[src/rtl/keypad_scanner.sv]
// Column scanner and frame debouncer for a 4x4 keypad. It drives the columns one-hot, samples
// the rows through a 2-FF synchronizer and accepts a single clean key as a one-hot row/column pair.
module keypad_scanner #(
  parameter int SCAN_DIV        = 50000,
  parameter int DEBOUNCE_FRAMES = 4
) (
  input  logic       clk,
  input  logic       reset,
  input  logic [3:0] rows_in,
  output logic [3:0] col_drive,
  output logic [3:0] key_rows,
  output logic [3:0] key_cols,
  output logic       key_valid,
  output logic       key_held
);

  localparam int DIV_W = $clog2(SCAN_DIV);
  localparam int CNT_W = $clog2(DEBOUNCE_FRAMES + 1);
  localparam logic [DIV_W-1:0] DWELL_LAST = DIV_W'(SCAN_DIV - 1);
  localparam logic [CNT_W-1:0] CNT_DONE   = CNT_W'(DEBOUNCE_FRAMES);
  localparam logic [CNT_W-1:0] CNT_ONE    = CNT_W'(1);

  typedef enum logic [1:0] {IDLE, DEB_PRESS, PRESSED, DEB_RELEASE} state_e;

  logic [DIV_W-1:0] dwell_q, dwell_d;
  logic [1:0]       col_q, col_d;
  logic [3:0]       col_drive_q, col_drive_d;
  logic [3:0]       sync1_q, sync2_q;
  logic [15:0]      snap_q, snap_d;
  logic             frame_done_q, frame_done_d;

  state_e           state_q, state_d;
  logic [CNT_W-1:0] cnt_q, cnt_d, cnt_inc;
  logic [3:0]       cand_q, cand_d;
  logic [3:0]       key_rows_q, key_rows_d;
  logic [3:0]       key_cols_q, key_cols_d;
  logic             key_valid_q, key_valid_d;
  logic             key_held_q, key_held_d;

  logic [4:0]       ones;
  logic [3:0]       only_idx;
  logic             frame_one;
  logic             has_k;
  logic             accept;
  logic [3:0]       acc_idx;

  // NOTE: every signal assigned in an always_comb gets a default first, so no path can infer a latch.
  always_comb begin
    dwell_d      = dwell_q + 1'b1;
    col_d        = col_q;
    col_drive_d  = col_drive_q;
    snap_d       = snap_q;
    frame_done_d = 1'b0;
    if (dwell_q == DWELL_LAST) begin
      dwell_d              = '0;
      col_d                = col_q + 2'd1;
      col_drive_d          = {col_drive_q[2:0], col_drive_q[3]};
      snap_d[4*col_q +: 4] = sync2_q;
      frame_done_d         = (col_q == 2'd3);
    end
  end

  // Snapshot bit index is 4*col + row, so only_idx[1:0] is the row and only_idx[3:2] the column.
  always_comb begin
    ones     = '0;
    only_idx = '0;
    for (int i = 0; i < 16; i++) begin
      if (snap_q[i]) begin
        ones     = ones + 5'd1;
        only_idx = 4'(i);
      end
    end
    frame_one = (ones == 5'd1);
    has_k     = snap_q[cand_q];
  end

  always_comb begin
    state_d     = state_q;
    cnt_d       = cnt_q;
    cand_d      = cand_q;
    key_rows_d  = key_rows_q;
    key_cols_d  = key_cols_q;
    key_valid_d = 1'b0;
    key_held_d  = key_held_q;
    cnt_inc     = cnt_q + CNT_ONE;
    accept      = 1'b0;
    acc_idx     = cand_q;

    if (frame_done_q) begin
      unique case (state_q)
        IDLE: begin
          if (frame_one) begin
            if (CNT_ONE == CNT_DONE) begin
              accept  = 1'b1;
              acc_idx = only_idx;
            end else begin
              state_d = DEB_PRESS;
              cand_d  = only_idx;
              cnt_d   = CNT_ONE;
            end
          end
        end
        DEB_PRESS: begin
          if (frame_one && only_idx == cand_q) begin
            if (cnt_inc == CNT_DONE) accept = 1'b1;
            else                     cnt_d  = cnt_inc;
          end else begin
            state_d = IDLE;
            cnt_d   = '0;
          end
        end
        PRESSED: begin
          if (!has_k) begin
            if (CNT_ONE == CNT_DONE) begin
              state_d    = IDLE;
              key_held_d = 1'b0;
            end else begin
              state_d = DEB_RELEASE;
              cnt_d   = CNT_ONE;
            end
          end
        end
        DEB_RELEASE: begin
          if (has_k) begin
            state_d = PRESSED;
            cnt_d   = '0;
          end else if (cnt_inc == CNT_DONE) begin
            state_d    = IDLE;
            cnt_d      = '0;
            key_held_d = 1'b0;
          end else begin
            cnt_d = cnt_inc;
          end
        end
        default: state_d = IDLE;
      endcase
    end

    if (accept) begin
      state_d     = PRESSED;
      cnt_d       = '0;
      cand_d      = acc_idx;
      key_rows_d  = 4'b0001 << acc_idx[1:0];
      key_cols_d  = 4'b0001 << acc_idx[3:2];
      key_valid_d = 1'b1;
      key_held_d  = 1'b1;
    end
  end

  // NOTE: state flops use non-blocking assignments so every flop samples pre-edge values.
  always_ff @(posedge clk) begin
    if (reset) begin
      dwell_q      <= '0;
      col_q        <= '0;
      col_drive_q  <= 4'b0001;
      sync1_q      <= '0;
      sync2_q      <= '0;
      // NOTE: the snapshot store is cleared on reset so the first frame never classifies stale rows.
      snap_q       <= '0;
      frame_done_q <= 1'b0;
      state_q      <= IDLE;
      cnt_q        <= '0;
      cand_q       <= '0;
      key_rows_q   <= '0;
      key_cols_q   <= '0;
      key_valid_q  <= 1'b0;
      key_held_q   <= 1'b0;
    end else begin
      dwell_q      <= dwell_d;
      col_q        <= col_d;
      col_drive_q  <= col_drive_d;
      sync1_q      <= rows_in;
      sync2_q      <= sync1_q;
      snap_q       <= snap_d;
      frame_done_q <= frame_done_d;
      state_q      <= state_d;
      cnt_q        <= cnt_d;
      cand_q       <= cand_d;
      key_rows_q   <= key_rows_d;
      key_cols_q   <= key_cols_d;
      key_valid_q  <= key_valid_d;
      key_held_q   <= key_held_d;
    end
  end

  assign col_drive = col_drive_q;
  assign key_rows  = key_rows_q;
  assign key_cols  = key_cols_q;
  assign key_valid = key_valid_q;
  assign key_held  = key_held_q;

endmodule

[config.mk]
export PLATFORM = sky130hd
export DESIGN_NAME = keypad_scanner
export DESIGN_NICKNAME = d
export VERILOG_FILES = /design/src/rtl/keypad_scanner.sv
export SDC_FILE = /design/constraint.sdc
export NUM_CORES = 1
export LEC_CHECK = 0
export ABC_AREA = 1
export BUFFER_PORTS_ARGS = -buffer_cell sky130_fd_sc_hd__buf_4
export CAP_MARGIN = 20
export CORE_MARGIN = 10
export CORE_UTILIZATION = 55
export CTS_BUF_LIST = sky130_fd_sc_hd__clkbuf_4 sky130_fd_sc_hd__clkbuf_8
export DETAILED_ROUTE_END_ITERATION = 8
export PLACE_DENSITY = 0.76
export SYNTH_ARGS = -nofsm -noshare
export SYNTH_HDL_FRONTEND = slang
export SYNTH_SLANG_ARGS = --single-unit
[constraint.sdc]
create_clock -name clk -period 10.75 [get_ports clk]
set_input_delay 0.5375 -clock clk [delete_from_list [all_inputs] [get_ports clk]]
set_output_delay 0.5375 -clock clk [all_outputs]
set_load 0.02 [all_outputs]
==> flow_metrics.py <==
metrics = {
    "floorplan": {
        "top_level_ports": 20,
        "die_outline_area_sq_um": 13030,
        "placement_rows": 34,
        "chipWidth_um": 114.2,
        "initial_core_util_pct": 56.19,
        "die-height_um": 114.2,
        "core_area_sq_um": 8678,
    },
    "yosys": {
        "number_of_standard_cells_after_synthesis": 738,
        "synth_area_leader": "dfxtp_1",
        "avgSynthCellArea_sq_um": 6.607,
        "top_cells_by_area_synth": "dfxtp_1 (27%), nand2_1 (13%), inv_1 (9.2%)",
        "synth_top_area_share_pct": 27.10,
        "ys_ff_latch": 66,
        "synthDistinctLibCells": 42,
        "synth_warnings": 0,
        "ys_seq_area_share_pct": 27.10,
        "synthesis.nets": 768,
        "post_synth_instance_area_sq_um": 4876,
    },
    "sta": {
        "maxSlewViolCount": 0,
        "hold-worst-slack_ns": 0.3946,
        "finalHoldViolCount": 0,
        "clock_skew_ns": 0.01099,
        "slew_headroom_pct": 39.61,
        "max_freq_mhz": 113.2,
        "report.final.setup_viol": 0,
        "grt_setup_unrepaired": "false",
        "timing_worst_slew_pin_value_ns": 0.8975,
        "setup_total_negative_slack_ns": 0,
        "post-route-period-util_pct": 82.17,
        "final_critical_path_setup_slack_ns": 1.917,
        "timing.final.crit_period_ns": 8.833,
    },
    "layout": {
        "flow.area_growth_from_synthesis_pct": 9.649,
        "fin_area_sq_um": 5346,
        "regArea_sq_um": 1321,
        "final_layout_size_suffix_gt1_share_pct": 20.00,
        "antenna_cells_inserted": 0,
        "num-fill-cells": 825,
        "final_util_pct": 61.61,
        "num-nets-final": 790,
        "area_occupied_by_multi_input_gates_sq_um": 2992,
    },
    "power": {
        "total_leakage_power_nw": 2.783,
        "vdd.ir_drop.worst_mv": 0.08775,
        "power-per-cell-area_nw_per_um2": 93.33,
    },
    "clock_tree": {
        "cts_tree": "built",
        "clk_root_buffer_cell": "clkbuf_8",
        "clkLatencyLatePin_ns": 0.34,
        "ctsHtreeMaxLevel": 3,
        "numClockSinks": 66,
        "postCtsHoldBufs": 0,
        "num_cts_buffers": 9,
        "cts_post_setup_buffers_inserted": 0,
        "max-clock-path-buffers": 2,
        "postCtsResizedCells": 0,
        "cts.clk_slew.worst_paths_ns": 0.08,
    },
    "worst_hold_path": {
        "min-delay-path-class": "in -> reg",
    },
    "critical_path": {
        "critical_path.max_stage_delay_ns": 0.39,
        "critPathMaxFanout": 11,
        "crit_required_ns": 10.97,
        "worst_path_max_delay_cell": "dfxtp_1",
        "critPathKind": "reg -> reg",
        "crit_family": "adder cells",
        "critPathLaunchType": "flop",
        "timing.critical_path.to_type": "flop",
        "cp.arrival_ns": 9.06,
        "worst-path-buf-inv": 9,
        "path_common_cell": "nand2_1",
    },
    "placed_design": {
        "gp_congestion": 0.8605,
        "place.port_buffers": 19,
        "post_dp_cell_area_sq_um": 5114,
        "dp_hpwl_um": 7979,
        "pre_cts_ws_ns": 1.953,
    },
    "route": {
        "drtPass1Iterations": 5,
        "via_count": 4529,
        "met3_wirelength_from_detailed_routing_um": 346,
        "drcViolationCount": 0,
        "route.detailed.vias_per_inst": 5.188,
        "highest-signal-layer": "met4",
        "dr.first_iter.drc_count": 259,
        "detail_route.wirelength_um": 9986,
        "final_antenna_net_count": 0,
        "routedLengthMet1_um": 4547,
        "avgRoutedWirePerCell_um": 11.44,
        "met2RoutedLength_um": 4972,
    },
    "run": {
        "maxCapViolCount": 0,
    },
    "grt": {
        "antenna_found_initial": 0,
        "wire_length_of_the_first_global_routing_pass_um": 17960,
        "globalRoute.totalOverflow": 0,
        "first_global_vias": 4367,
        "grt_util_all_layers_pct": 15.74,
        "grt_start_max_net_pins": 28,
    },
    "run_status": {
        "outcome": "complete, no violations",
    },
}
registers in the layout, indices dropped and copies added, names as in the netlist, 2 cells and up:
name       cells
dwell_q       16
snap_q        16
cnt_q          3
col_q          2
state_q        2
sync2_q        4
key_cols       4
acc_idx        4
col_drive      4
sync1_q        4
key_rows       4
report_power, final:
part            total (W)  switching [W]  internal [W]
combinational  0.00000941     0.00000632    0.00000309
sequential       0.000248     0.00000117      0.000247
clock            0.000242       0.000102      0.000140
stage by stage:
step | total power, W | cells
finish | 0.0004990 | 873
global route | 0.0005146 | 873
CTS | 0.0005038 | 873
detailed placement | 0.0002630 | 857
global placement | 0.0002626 | 857
floorplan | 0.0002604 | 738
area by class of cell:
cell class	instances	area share [%]
flip-flops and latches	66	24.71
multi-input cells	525	55.96
clock inverters	6	1.779
inverters	139	9.782
clock buffers	10	2.574
well taps	108	2.528
repair buffers	19	2.668
worst paths after layout:
check	start	to	slack, ns	cells after the start
max	snap_q[1]$_SDFFE_PP0P_	key_rows[2]$_SDFFE_PP0P_	1.92	59
min	rows_in[3]	sync1_q[3]$_SDFF_PP0_	0.39	3
max reg2reg	snap_q[1]$_SDFFE_PP0P_	key_rows[2]$_SDFFE_PP0P_	1.92	59
min reg2reg	sync1_q[3]$_SDFF_PP0_	sync2_q[3]$_SDFF_PP0_	0.40	2
cells by family after synthesis:
kind of cell	count (synthesis)	share of synthesized area [%]
buffers and inverters	147	11.55
AND/OR/NAND/NOR	405	42.24
adder cells (fa/ha/maj)	24	6.159
XOR/XNOR	7	1.257
flip-flops	66	27.10
AO/OA/AOI/OAI	89	11.70
layout by cell type, fill, tap and decap left out, drive strengths merged, types with 4 or more instances in the layout:
cell and n:
a22oi 5, nor3 6, dfxtp 66, clkbuf 10
xor2 7, nand3b 6, a211oi 11, nor2 75
a31oi 7, nand4 7, nor4 8, nand2 223
or2 5, inv 141, a21oi 28, buf 19
nand3 75, o22ai 4, o221ai 4, ha 24
o21ai 21
synthesized netlist by cell type (all sizes together):
| library cell | n |
|---|---|
| a211oi | 11 |
| a21boi | 2 |
| a21oi | 28 |
| a22oi | 5 |
| a311oi | 1 |
| a31oi | 7 |
| buf | 2 |
| clkbuf | 6 |
| clkinv | 1 |
| dfxtp | 66 |
| ha | 24 |
| inv | 138 |
| nand2 | 223 |
| nand3 | 75 |
| nand3b | 6 |
| nand4 | 7 |
| nor2 | 75 |
| nor3 | 6 |
| nor4 | 8 |
| o21a | 1 |
| o21ai | 21 |
| o21bai | 1 |
| o221ai | 4 |
| o22ai | 4 |
| o311ai | 1 |
| o31ai | 2 |
| o41ai | 1 |
| or2 | 5 |
| xor2 | 7 |
layer usage:
layer / vias up / global-route usage, %
li1: 2404 / -
met1: 2032 / 18.27
met2: 79 / 28.55
met3: 14 / 2.935
met4: 0 / 4.511
met5: - / 0
worst register-to-register path: cells and delay by family (launching register included):
family	cells	cell delay, ns
adders and majority gates	14	3.76
DFF	1	0.39
AOI/OAI and AO/OA	2	0.35
and+or+nand+nor	34	3.60
buffers and inverters	9	0.64
Power figures use the tool's default switching activity.
